===== src/rtl/id_ex_ctrl_pipe.sv =====
`default_nettype none
// ============================================================================
// Module      : id_ex_ctrl_pipe
// Description : Registered RV32I decode/control stage. Decodes the IF/ID
//               instruction into control strobes and register fields and
//               holds them in an ID/EX register with valid/ready handshakes
//               on both sides. Adds load-use interlock (bubble insertion),
//               flush, rd==x0 write suppression, AUIPC via the ALU with a PC
//               operand, CSR decode and a saturating interlock counter.
// Revision    : 1.0 - initial release
// ----------------------------------------------------------------------------
// Ports
//   clk, rst_n            : rising-edge clock, asynchronous active-low reset
//   flush                 : kill the ID/EX contents and the current input
//   if_valid / if_ready   : upstream handshake (instruction offered/accepted)
//   if_instr, if_pc       : instruction word and its PC
//   ex_valid / ex_ready   : downstream handshake (register live/consumed)
//   ex_pc                 : registered PC
//   ex_rd/rs1/rs2/func3   : register fields of the held instruction
//   ex_reg_write .. csr_we: control strobes (forced 0 while ex_valid=0)
//   ex_alu_fun            : ALU function code, zero-filled above bit 3
//   ex_immed_sel          : 000 I, 001 S, 010 B, 011 J, 100 U
//   ex_rf_wr_sel          : 00 PC+4, 01 CSR, 10 memory, 11 ALU
//   ex_srcA_sel/srcB_sel  : operand A 0 rs1/1 PC, operand B 0 rs2/1 imm
//   ex_illegal            : undecodable instruction
//   stall_cnt             : saturating count of interlock bubbles
// Configuration
//   ID_EX_ILLEGAL_TRAP_EN : when defined, unknown opcodes, instr[1:0]!=11 and
//                           OP with a non-standard funct7 raise ex_illegal
//                           and have all strobes cleared. When undefined,
//                           ex_illegal is 0 and unknown opcodes take the
//                           default decode.
// ============================================================================
module id_ex_ctrl_pipe #(
  parameter int XLEN      = 32,
  parameter int ALU_FUN_W = 4,
  parameter int CNT_W     = 16,
  parameter int HAZARD_EN = 1
) (
  input  logic                 clk,
  input  logic                 rst_n,
  input  logic                 flush,
  input  logic                 if_valid,
  output logic                 if_ready,
  input  logic [31:0]          if_instr,
  input  logic [XLEN-1:0]      if_pc,
  output logic                 ex_valid,
  input  logic                 ex_ready,
  output logic [XLEN-1:0]      ex_pc,
  output logic [4:0]           ex_rd,
  output logic [4:0]           ex_rs1,
  output logic [4:0]           ex_rs2,
  output logic [2:0]           ex_func3,
  output logic                 ex_reg_write,
  output logic                 ex_mem_write,
  output logic                 ex_mem_read,
  output logic                 ex_jump,
  output logic                 ex_branch,
  output logic                 ex_csr_we,
  output logic [ALU_FUN_W-1:0] ex_alu_fun,
  output logic [2:0]           ex_immed_sel,
  output logic [1:0]           ex_rf_wr_sel,
  output logic                 ex_srcA_sel,
  output logic                 ex_srcB_sel,
  output logic                 ex_illegal,
  output logic [CNT_W-1:0]     stall_cnt
);

  // Opcodes
  localparam logic [6:0] OPC_LUI    = 7'b0110111;
  localparam logic [6:0] OPC_AUIPC  = 7'b0010111;
  localparam logic [6:0] OPC_JAL    = 7'b1101111;
  localparam logic [6:0] OPC_JALR   = 7'b1100111;
  localparam logic [6:0] OPC_BRANCH = 7'b1100011;
  localparam logic [6:0] OPC_LOAD   = 7'b0000011;
  localparam logic [6:0] OPC_STORE  = 7'b0100011;
  localparam logic [6:0] OPC_OP_IMM = 7'b0010011;
  localparam logic [6:0] OPC_OP     = 7'b0110011;
  localparam logic [6:0] OPC_SYSTEM = 7'b1110011;

  // Immediate selects
  localparam logic [2:0] IMM_I = 3'b000;
  localparam logic [2:0] IMM_S = 3'b001;
  localparam logic [2:0] IMM_B = 3'b010;
  localparam logic [2:0] IMM_J = 3'b011;
  localparam logic [2:0] IMM_U = 3'b100;

  // Writeback selects
  localparam logic [1:0] WB_PC4 = 2'b00;
  localparam logic [1:0] WB_CSR = 2'b01;
  localparam logic [1:0] WB_MEM = 2'b10;
  localparam logic [1:0] WB_ALU = 2'b11;

  localparam logic [3:0] ALU_ADD   = 4'b0000;
  localparam logic [3:0] ALU_PASSB = 4'b1001;

  // --------------------------------------------------------------------------
  // Instruction fields
  // --------------------------------------------------------------------------
  logic [6:0] w_opcode;
  logic [4:0] w_rd;
  logic [4:0] w_rs1;
  logic [4:0] w_rs2;
  logic [2:0] w_func3;
  logic       w_f7b5;

  assign w_opcode = if_instr[6:0];
  assign w_rd     = if_instr[11:7];
  assign w_func3  = if_instr[14:12];
  assign w_rs1    = if_instr[19:15];
  assign w_rs2    = if_instr[24:20];
  assign w_f7b5   = if_instr[30];

  // --------------------------------------------------------------------------
  // Combinational decode
  // --------------------------------------------------------------------------
  logic       w_reg_write;
  logic       w_mem_write;
  logic       w_mem_read;
  logic       w_jump;
  logic       w_branch;
  logic       w_csr_we;
  logic [3:0] w_alu;
  logic [2:0] w_immed_sel;
  logic [1:0] w_rf_wr_sel;
  logic       w_srcA_sel;
  logic       w_srcB_sel;
  logic       w_illegal;
  logic       w_use_rs1;
  logic       w_use_rs2;

  always_comb begin
    w_reg_write = 1'b1;
    w_mem_write = 1'b0;
    w_mem_read  = 1'b0;
    w_jump      = 1'b0;
    w_branch    = 1'b0;
    w_csr_we    = 1'b0;
    w_alu       = ALU_ADD;
    w_immed_sel = IMM_I;
    w_rf_wr_sel = WB_ALU;
    w_srcA_sel  = 1'b0;
    w_srcB_sel  = 1'b0;
    w_illegal   = 1'b0;
    w_use_rs1   = 1'b1;
    w_use_rs2   = 1'b0;

    case (w_opcode)
      OPC_LUI: begin
        w_alu       = ALU_PASSB;
        w_immed_sel = IMM_U;
        w_srcB_sel  = 1'b1;
        w_use_rs1   = 1'b0;
      end
      OPC_AUIPC: begin
        // PC + U-immediate computed by the ALU's adder
        w_immed_sel = IMM_U;
        w_srcA_sel  = 1'b1;
        w_srcB_sel  = 1'b1;
        w_use_rs1   = 1'b0;
      end
      OPC_JAL: begin
        w_jump      = 1'b1;
        w_immed_sel = IMM_J;
        w_rf_wr_sel = WB_PC4;
        w_use_rs1   = 1'b0;
      end
      OPC_JALR: begin
        w_jump      = 1'b1;
        w_rf_wr_sel = WB_PC4;
        w_srcB_sel  = 1'b1;
      end
      OPC_BRANCH: begin
        w_reg_write = 1'b0;
        w_branch    = 1'b1;
        w_immed_sel = IMM_B;
        w_use_rs2   = 1'b1;
      end
      OPC_LOAD: begin
        w_mem_read  = 1'b1;
        w_srcB_sel  = 1'b1;
        w_rf_wr_sel = WB_MEM;
      end
      OPC_STORE: begin
        w_reg_write = 1'b0;
        w_mem_write = 1'b1;
        w_immed_sel = IMM_S;
        w_srcB_sel  = 1'b1;
        w_use_rs2   = 1'b1;
      end
      OPC_OP_IMM: begin
        // Only shifts (func3=101) carry an ALU-relevant bit 30 (SRLI/SRAI)
        if (w_func3 == 3'b101) begin
          w_alu = {w_f7b5, w_func3};
        end else begin
          w_alu = {1'b0, w_func3};
        end
        w_srcB_sel = 1'b1;
      end
      OPC_OP: begin
        w_alu     = {w_f7b5, w_func3};
        w_use_rs2 = 1'b1;
`ifdef ID_EX_ILLEGAL_TRAP_EN
        if ((if_instr[31:25] != 7'b0000000) && (if_instr[31:25] != 7'b0100000)) begin
          w_illegal = 1'b1;
        end
`endif
      end
      OPC_SYSTEM: begin
        if (w_func3 != 3'b000) begin
          w_csr_we    = 1'b1;
          w_rf_wr_sel = WB_CSR;
        end else begin
          w_reg_write = 1'b0;
        end
      end
      default: begin
`ifdef ID_EX_ILLEGAL_TRAP_EN
        w_illegal = 1'b1;
`endif
      end
    endcase

`ifdef ID_EX_ILLEGAL_TRAP_EN
    if (if_instr[1:0] != 2'b11) begin
      w_illegal = 1'b1;
    end
    if (w_illegal) begin
      w_reg_write = 1'b0;
      w_mem_write = 1'b0;
      w_mem_read  = 1'b0;
      w_jump      = 1'b0;
      w_branch    = 1'b0;
      w_csr_we    = 1'b0;
    end
`endif

    // x0 is hardwired zero; never request a write to it
    if (w_rd == 5'd0) begin
      w_reg_write = 1'b0;
    end
  end

  logic [ALU_FUN_W-1:0] w_alu_ext;
  always_comb begin
    w_alu_ext      = '0;
    w_alu_ext[3:0] = w_alu;
  end

  // --------------------------------------------------------------------------
  // ID/EX register state
  // --------------------------------------------------------------------------
  logic                 r_valid;
  logic [XLEN-1:0]      r_pc;
  logic [4:0]           r_rd;
  logic [4:0]           r_rs1;
  logic [4:0]           r_rs2;
  logic [2:0]           r_func3;
  logic                 r_reg_write;
  logic                 r_mem_write;
  logic                 r_mem_read;
  logic                 r_jump;
  logic                 r_branch;
  logic                 r_csr_we;
  logic [ALU_FUN_W-1:0] r_alu;
  logic [2:0]           r_immed_sel;
  logic [1:0]           r_rf_wr_sel;
  logic                 r_srcA_sel;
  logic                 r_srcB_sel;
  logic                 r_illegal;
  logic [CNT_W-1:0]     r_stall_cnt;

  // --------------------------------------------------------------------------
  // Handshake and load-use interlock
  // --------------------------------------------------------------------------
  logic w_advance;
  logic w_hazard_raw;
  logic w_hazard;

  assign w_advance = !r_valid || ex_ready;

  // A load in EX whose destination is a source of the incoming instruction.
  // The bubble lets the load move on so its data can be forwarded next cycle.
  assign w_hazard_raw = r_valid && r_mem_read && (r_rd != 5'd0) && if_valid &&
                        ((w_use_rs1 && (w_rs1 == r_rd)) ||
                         (w_use_rs2 && (w_rs2 == r_rd)));

  generate
    if (HAZARD_EN != 0) begin : g_hazard
      assign w_hazard = w_hazard_raw;
    end else begin : g_no_hazard
      assign w_hazard = 1'b0;
    end
  endgenerate

  assign if_ready = flush || (w_advance && !w_hazard);

  always_ff @(posedge clk or negedge rst_n) begin
    if (!rst_n) begin
      r_valid     <= 1'b0;
      r_pc        <= '0;
      r_rd        <= '0;
      r_rs1       <= '0;
      r_rs2       <= '0;
      r_func3     <= '0;
      r_reg_write <= 1'b0;
      r_mem_write <= 1'b0;
      r_mem_read  <= 1'b0;
      r_jump      <= 1'b0;
      r_branch    <= 1'b0;
      r_csr_we    <= 1'b0;
      r_alu       <= '0;
      r_immed_sel <= '0;
      r_rf_wr_sel <= '0;
      r_srcA_sel  <= 1'b0;
      r_srcB_sel  <= 1'b0;
      r_illegal   <= 1'b0;
    end else if (flush) begin
      // Input is consumed and dropped together with the register contents
      r_valid <= 1'b0;
    end else if (w_advance) begin
      if (w_hazard) begin
        r_valid <= 1'b0;
      end else if (if_valid) begin
        r_valid     <= 1'b1;
        r_pc        <= if_pc;
        r_rd        <= w_rd;
        r_rs1       <= w_rs1;
        r_rs2       <= w_rs2;
        r_func3     <= w_func3;
        r_reg_write <= w_reg_write;
        r_mem_write <= w_mem_write;
        r_mem_read  <= w_mem_read;
        r_jump      <= w_jump;
        r_branch    <= w_branch;
        r_csr_we    <= w_csr_we;
        r_alu       <= w_alu_ext;
        r_immed_sel <= w_immed_sel;
        r_rf_wr_sel <= w_rf_wr_sel;
        r_srcA_sel  <= w_srcA_sel;
        r_srcB_sel  <= w_srcB_sel;
        r_illegal   <= w_illegal;
      end else begin
        r_valid <= 1'b0;
      end
    end
  end

  // Counts bubble cycles only; a flush takes priority and is not counted
  always_ff @(posedge clk or negedge rst_n) begin
    if (!rst_n) begin
      r_stall_cnt <= '0;
    end else if (!flush && w_advance && w_hazard && (r_stall_cnt != '1)) begin
      r_stall_cnt <= r_stall_cnt + CNT_W'(1);
    end
  end

  // --------------------------------------------------------------------------
  // Outputs: strobes are qualified with valid so a stale payload never acts
  // --------------------------------------------------------------------------
  assign ex_valid     = r_valid;
  assign ex_pc        = r_pc;
  assign ex_rd        = r_rd;
  assign ex_rs1       = r_rs1;
  assign ex_rs2       = r_rs2;
  assign ex_func3     = r_func3;
  assign ex_reg_write = r_valid && r_reg_write;
  assign ex_mem_write = r_valid && r_mem_write;
  assign ex_mem_read  = r_valid && r_mem_read;
  assign ex_jump      = r_valid && r_jump;
  assign ex_branch    = r_valid && r_branch;
  assign ex_csr_we    = r_valid && r_csr_we;
  assign ex_alu_fun   = r_alu;
  assign ex_immed_sel = r_immed_sel;
  assign ex_rf_wr_sel = r_rf_wr_sel;
  assign ex_srcA_sel  = r_srcA_sel;
  assign ex_srcB_sel  = r_srcB_sel;
  assign ex_illegal   = r_illegal;
  assign stall_cnt    = r_stall_cnt;

  // Instruction bits not consumed by the decode in every configuration
  logic w_unused;
  assign w_unused = ^{if_instr[31], if_instr[29:25], if_instr[1:0], w_hazard_raw};

endmodule
`default_nettype wire


===== config.mk =====
export PLATFORM = sky130hd
export DESIGN_NAME = id_ex_ctrl_pipe
export DESIGN_NICKNAME = d
export VERILOG_FILES = /design/src/rtl/id_ex_ctrl_pipe.sv
export SDC_FILE = /design/constraint.sdc
export NUM_CORES = 1
export LEC_CHECK = 0
export CELL_PAD_IN_SITES_DETAIL_PLACEMENT = 1
export CELL_PAD_IN_SITES_GLOBAL_PLACEMENT = 2
export CORE_AREA = 2 2 117 119
export CTS_BUF_LIST = sky130_fd_sc_hd__clkbuf_8
export DETAILED_ROUTE_END_ITERATION = 16
export DIE_AREA = 0 0 119 121
export PLACE_DENSITY_LB_ADDON = 0.1
export SLEW_MARGIN = 30
export SYNTH_ARGS = -nofsm -noshare
export SYNTH_HDL_FRONTEND = slang
export SYNTH_SLANG_ARGS = --single-unit

===== constraint.sdc =====
create_clock -name clk -period 4 [get_ports clk]
set_input_delay 0.8 -clock clk [delete_from_list [all_inputs] [get_ports clk]]
set_output_delay 0.8 -clock clk [all_outputs]
set_load 0.01 [all_outputs]

==> summary.md <==
| Metric | Value |
|---|---|
| VDD IR max | 0.155 mV |
| Seq cells post-synth | 84 |
| Die outline area | 0.0144 mm² |
| DP Worst Slack | 0.180 ns |
| CP Capture Type | output pin |
| Net count, final | 530 |
| Routed WL per cell | 16.9 µm |
| Arr. time, crit path | 3.00 ns |
| Synth unique cells | 45 |
| Synth Instances | 306 |
| Reg area | 0.00210 mm² |
| Max-Cap Viols | 0 |
| Fin Setup TNS | 0 ns |
| Crit-path cells | clkdlybuf4s50_1 > and3b_1 > a311o_1 > or3_1 > a21oi_2 > a21oi_1 > clkdlybuf4s50_1 |
| Num CTS Buffers | 9 |
| Worst-path clk slew | 0.08 ns |
| Share of layout cells above drive strength 1 | 17.0% |
| Finished Core Util | 44.2% |
| Hold WC Path Type | flip-flop to flip-flop |
| Post-synth top cells | 84 x dfrtp_1, 27 x mux2_2, 20 x mux2_4 |
| Routed WL | 10800 µm |
| Std-Cell Rows | 42 |
| CORE AREA | 0.0131 mm² |
| CP most frequent cell | clkdlybuf4s50_1 |
| Post-Syn Area | 0.00386 mm² |
| Slew @ Worst Pin | 0.862 ns |
| Status | complete, no violations |
| I/O pin count | 155 |
| CTS-repair resized insts | 0 |
| Critical Path RT | 3.20 ns |
| Top_reg_cell synth | dfrtp_1 |
| Filler cell count | 1388 |
| Yosys warns | 0 |
| Worst setup path class | input port to output pin |
| Starting Density | 29.5% |
| First-pass GRT wire length | 17200 µm |
| Top-area cell type share of the netlist area | 54.5% |
| Chip height | 121 µm |
| WHS | 0.500 ns |
| H-Tree Depth | 3 |
| CTS Sinks | 84 |
| Register area share after synthesis | 54.5% |
| Setup repair bufs after CTS | 0 |
| Syn-to-layout area delta | 50.0% |
| GR Overflow Total | 0 |
| Root buffer cell | clkbuf_8 |
| TritonCTS clock tree | built |
| Period utilisation layout | 94.9% |
| Pin count of the biggest net entering global routing | 66 |
| # setup viols final | 0 |
| Dpl hpwl | 8080 µm |
| Syn_nets | 376 |
| Biggest area consumer among synthesized cells | dfrtp_1 |
| Slowest CP cell | clkdlybuf4s50_1 |
| Antenna violations before repair | 0 |
| # hold bufs at CTS | 0 |
| Worst slew margin | 42.5% |
| Post-layout minimum cycle time | 3.80 ns |
| First-pass DRT Iterations | 4 |
| Final hold vios | 0 |
| Port bufs | 147 |
| FMAX | 0.263 GHz |
| Worst skew pair latency | 0.38 ns |
| RSZ-0062 raised after global routing | no |
| Total global routing track utilization | 15.7% |
| Chip Width | 119 µm |
| Crit path largest cell delay | 0.49 ns |
| Critical Path Start Type | input port |
| Post-synthesis async set-or-reset flop share | 100% |
| Top-count cell post-synth | dfrtp_1 |
| DRT iter0 DRCs | 55 |
| GP Congestion | 0.735 |
| ANT cells | 0 |
| Max Root-Sink Buffers | 2 |
| Post-synth EDFFs | 0 |
| Crit path setup slack, layout | 0.203 ns |
| Largest cells by area after synthesis | dfrtp_1 54%, mux2_2 7.9%, mux2_4 7.8% |
| Crit-path max FO | 2 |
| Vias | 2949 |
| Vias in the first global route | 3225 |
| Leakage | 2.42 nW |
| DRC viols | 0 |
| Mean Syn Cell Area | 12.6 µm² |
| PwrDens | 403 mW/mm² |
| Antenna-violating nets left | 0 |
| Max Slew Vio Count | 0 |
| Skew final | 0.0123 ns |
| Multi-input gate area | 0.00162 mm² |
| Vias/cell | 4.60 |
[final timing paths]
| check | from | endpoint | slack [ns] | depth (start not counted) |
|---|---|---|---|---|
| min in group asynchronous | rst_n | ex_func3[1] | 0.52 | 1 |
| max in group asynchronous | rst_n | ex_pc[13] | 2.64 | 2 |
| min reg2reg | ex_srcA_sel | ex_srcA_sel | 0.50 | 1 |
| max reg2reg | ex_rd[2] | ex_func3[2] | 1.41 | 7 |
| max | if_instr[3] | if_ready | 0.20 | 7 |
| min | ex_srcA_sel | ex_srcA_sel | 0.50 | 1 |
[report_power, final]
group	switching [mW]	internal, mW	total [mW]	leakage, nW
Sequential	0.0664	0.948	1.01	1.02
Combinational	0.195	0.343	0.538	1.27
Clock	0.325	0.451	0.776	0.126
[cells in the final DEF (no fill, tap or decap), types with 2 or more instances in the layout]
master / n
a21oi_1: 6
nor4_1: 2
o22a_1: 3
clkbuf_8: 11
nand3b_1: 3
and2_1: 7
mux2_2: 27
buf_4: 9
mux2i_1: 2
xnor2_1: 13
o211ai_1: 2
dfrtp_1: 84
nor3b_1: 3
nand2_1: 12
or3_1: 4
inv_1: 8
bufinv_16: 3
nand4_1: 7
nand2b_1: 2
nand3_1: 9
nor3_1: 13
xor2_1: 10
o21ai_0: 11
nor2_1: 15
clkdlybuf4s50_1: 146
mux2_4: 20
mux2_1: 10
[cell type report]
class                      count  share of cell area, %
sequential                    84                   36.3
multi-input combinational    200                   28.0
timing repair buffer         157                   26.9
tap                          176                   3.81
clock buffer                  11                   2.62
clock inverter                 5                   1.84
inverter                       8                  0.519
[cell families after synthesis]
logic type	synth area share, %
AOI/OAI and AO/OA	5.29
xor gates and xnor gates	5.22
adders and majority gates	0.324
buffers and inverters	3.66
DFF	54.5
muxes	19.1
other	0.0972
and+or+nand+nor	11.8
[per-stage QoR]
| step | cells | cell area [µm²] | total power [mW] |
|---|---|---|---|
| 2_1_floorplan | 306 | 3860 | 1.24 |
| 5_1_grt | 641 | 5790 | 2.45 |
| 4_1_cts | 641 | 5790 | 2.38 |
| 6_report | 641 | 5790 | 2.33 |
| 3_3_place_gp | 624 | 5520 | 1.57 |
| 3_5_place_dp | 625 | 5530 | 1.58 |
[registers in the layout (all words and copies together) (netlist names), 2 cells and up]
register,cells
ex_rs1,5
ex_pc,32
ex_rd,5
ex_rf_wr_sel,2
ex_func3,3
stall_cnt,16
ex_immed_sel,3
ex_alu_fun,4
ex_rs2,5
[critical path, delay by kind of cell]
family | cells | cell delay (ns)
AO/OA/AOI/OAI | 3 | 0.60
buffers and inverters | 2 | 0.97
AND/OR/NAND/NOR | 2 | 0.63
[metal layers]
metal	part of all wire (%)	vias to the layer above	wire, µm	global-route usage, %
li1	-	1380	-	-
met2	49	83	5250	25.4
met4	1.4	0	146	5.58
met3	8.1	13	874	6.81
met1	42	1473	4540	18.6
met5	0	-	0	0
Power figures use the tool's default switching activity.
==> RTL change (same settings) <==
Build with the macro `ID_EX_ILLEGAL_TRAP_EN` defined.
--- a/src/rtl/id_ex_ctrl_pipe.sv
+++ b/src/rtl/id_ex_ctrl_pipe.sv
@@ -33,2 +33,4 @@
 // ============================================================================
+`define ID_EX_ILLEGAL_TRAP_EN
+
 module id_ex_ctrl_pipe #(
Behaviour: not the same (Yosys sat finds a counterexample within 4 cycles, from zero or initial values and one cycle with rst_n low).
==> RTL change against the original RTL <==
- synthesized area is 5.1% higher
- sequential share of layout area is 1.3 points lower
- total power is 2.7% lower
- clock power shrank 12%
- maximum frequency barely moved
- design area rose by 5.1%
- setup slack is essentially flat
- sequential cell count rose by 1
- routed wire length up 6.0%
==> RTL change: results (changes against the original RTL) <==
\begin{tabular}{lr}
\hline
Metric & Value \\
\hline
\multicolumn{2}{l}{\textbf{Outcome}} \\
\quad Result of the run & finished clean (unchanged) \\
\multicolumn{2}{l}{\textbf{Final layout}} \\
\quad Cell Count, Final, Fillers Out & 653 (was 641) \\
\quad Fraction of layout cells with a size suffix above 1 & 21.59\% (was 16.99\%) \\
\quad Fill cell instance count of the final layout & 1,382 (was 1,388) \\
\quad Combined flip-flop and latch cell area & 0.002127 mm2 (was 0.002102 mm2) \\
\quad Number of nets in the layout & 542 (was 530) \\
\quad Multi-input logic area & 0.001829 mm2 (was 0.001622 mm2) \\
\quad Layout multi-input combinational cell count & 204 (was 200) \\
\multicolumn{2}{l}{\textbf{Timing}} \\
\quad Least-Margin Pin Slew & 0.6380 ns (was 0.8618 ns) \\
\multicolumn{2}{l}{\textbf{Place}} \\
\quad Number of port buffers & 154 (was 147) \\
\quad DPL Wire Length & 8406 um (was 8081 um) \\
\quad Setup Slack @ Placement & 0.07794 ns (was 0.1796 ns) \\
\quad Placed cell area & 0.005848 mm2 (was 0.005528 mm2) \\
\quad Gp weighted congestion & 0.8057 (was 0.7354) \\
\quad Placed insts & 637 (was 625) \\
\multicolumn{2}{l}{\textbf{Power}} \\
\quad Pleak & 2.583 nW (was 2.424 nW) \\
\multicolumn{2}{l}{\textbf{Setup path}} \\
\quad Register-to-register setup slack & 1.28 ns (was 1.41 ns) \\
\quad Worst-case reg-to-reg path depth & 6 (was 7) \\
\quad Setup crit start & if\_instr[5] (was if\_instr[3]) \\
\quad FF-to-FF End & ex\_pc[27] (was ex\_func3[2]) \\
\multicolumn{2}{l}{\textbf{Synthesis}} \\
\quad Synthesized-area fraction occupied by ao, oa, aoi and oai cells & 3.703\% (was 5.287\%) \\
\quad Synthesized-area fraction occupied by adder cells & 0.3085\% (was 0.3244\%) \\
\quad Leading cell types by total area after synthesis & sky130\_fd\_sc\_hd\_\_dfrtp\_1 (52\%), sky130\_fd\_sc\_hd\_\_mux2\_4 (18\%), sky130\_fd\_sc\_hd\_\_mux2\_2 (4.2\%) (was sky130\_fd\_sc\_hd\_\_dfrtp\_1 (54\%), sky130\_fd\_sc\_hd\_\_mux2\_2 (7.9\%), sky130\_fd\_sc\_hd\_\_mux2\_4 (7.8\%)) \\
\quad Post-synth top cells & sky130\_fd\_sc\_hd\_\_dfrtp\_1 (85), sky130\_fd\_sc\_hd\_\_mux2\_4 (48), sky130\_fd\_sc\_hd\_\_xor2\_1 (16) (was sky130\_fd\_sc\_hd\_\_dfrtp\_1 (84), sky130\_fd\_sc\_hd\_\_mux2\_2 (27), sky130\_fd\_sc\_hd\_\_mux2\_4 (20)) \\
\multicolumn{2}{l}{\textbf{Clocking}} \\
\quad Skew-Pair Late Insertion Delay & 0.35 ns (was 0.38 ns) \\
\multicolumn{2}{l}{\textbf{Worst hold path}} \\
\quad Worst min-delay path class & input pin to asynchronous set/reset pin (was flip-flop to flip-flop) \\
\hline
\end{tabular}
## RTL change: cell count changes after synthesis, sizes merged, moves of 3 or more
cell	delta
o21ai	-7
mux2	+6
nor2	-6
xor2	+6
nor4	+5
xnor2	-5
inv	-4
or4	+4
and4	+3
nor3b	-3
o22a	-3
## RTL change: metal layers
layer | global-route usage [%] | up-vias | part of all wire [%]
li1 | - | 1435 | -
met1 | 20.70 | 1521 | 43
met2 | 27.44 | 80 | 50
met3 | 4.746 | 10 | 5.9
met4 | 5.357 | 0 | 1.0
met5 | 0 | - | 0
## RTL change: per-stage QoR
step           utilization (%)  hold slack (ns)
2_1_floorplan                -           0.4734
4_1_cts                  46.45           0.4095
3_3_place_gp             44.65           0.4789
6_report                 46.45           0.4081
5_1_grt                  46.45           0.4137
3_5_place_dp             44.69           0.4897
## RTL change: power breakdown
part	internal, mW	leakage, nW	switching (mW)
logic	0.362	1.41	0.198
registers	0.954	1.05	0.0668
clock network	0.375	0.115	0.312
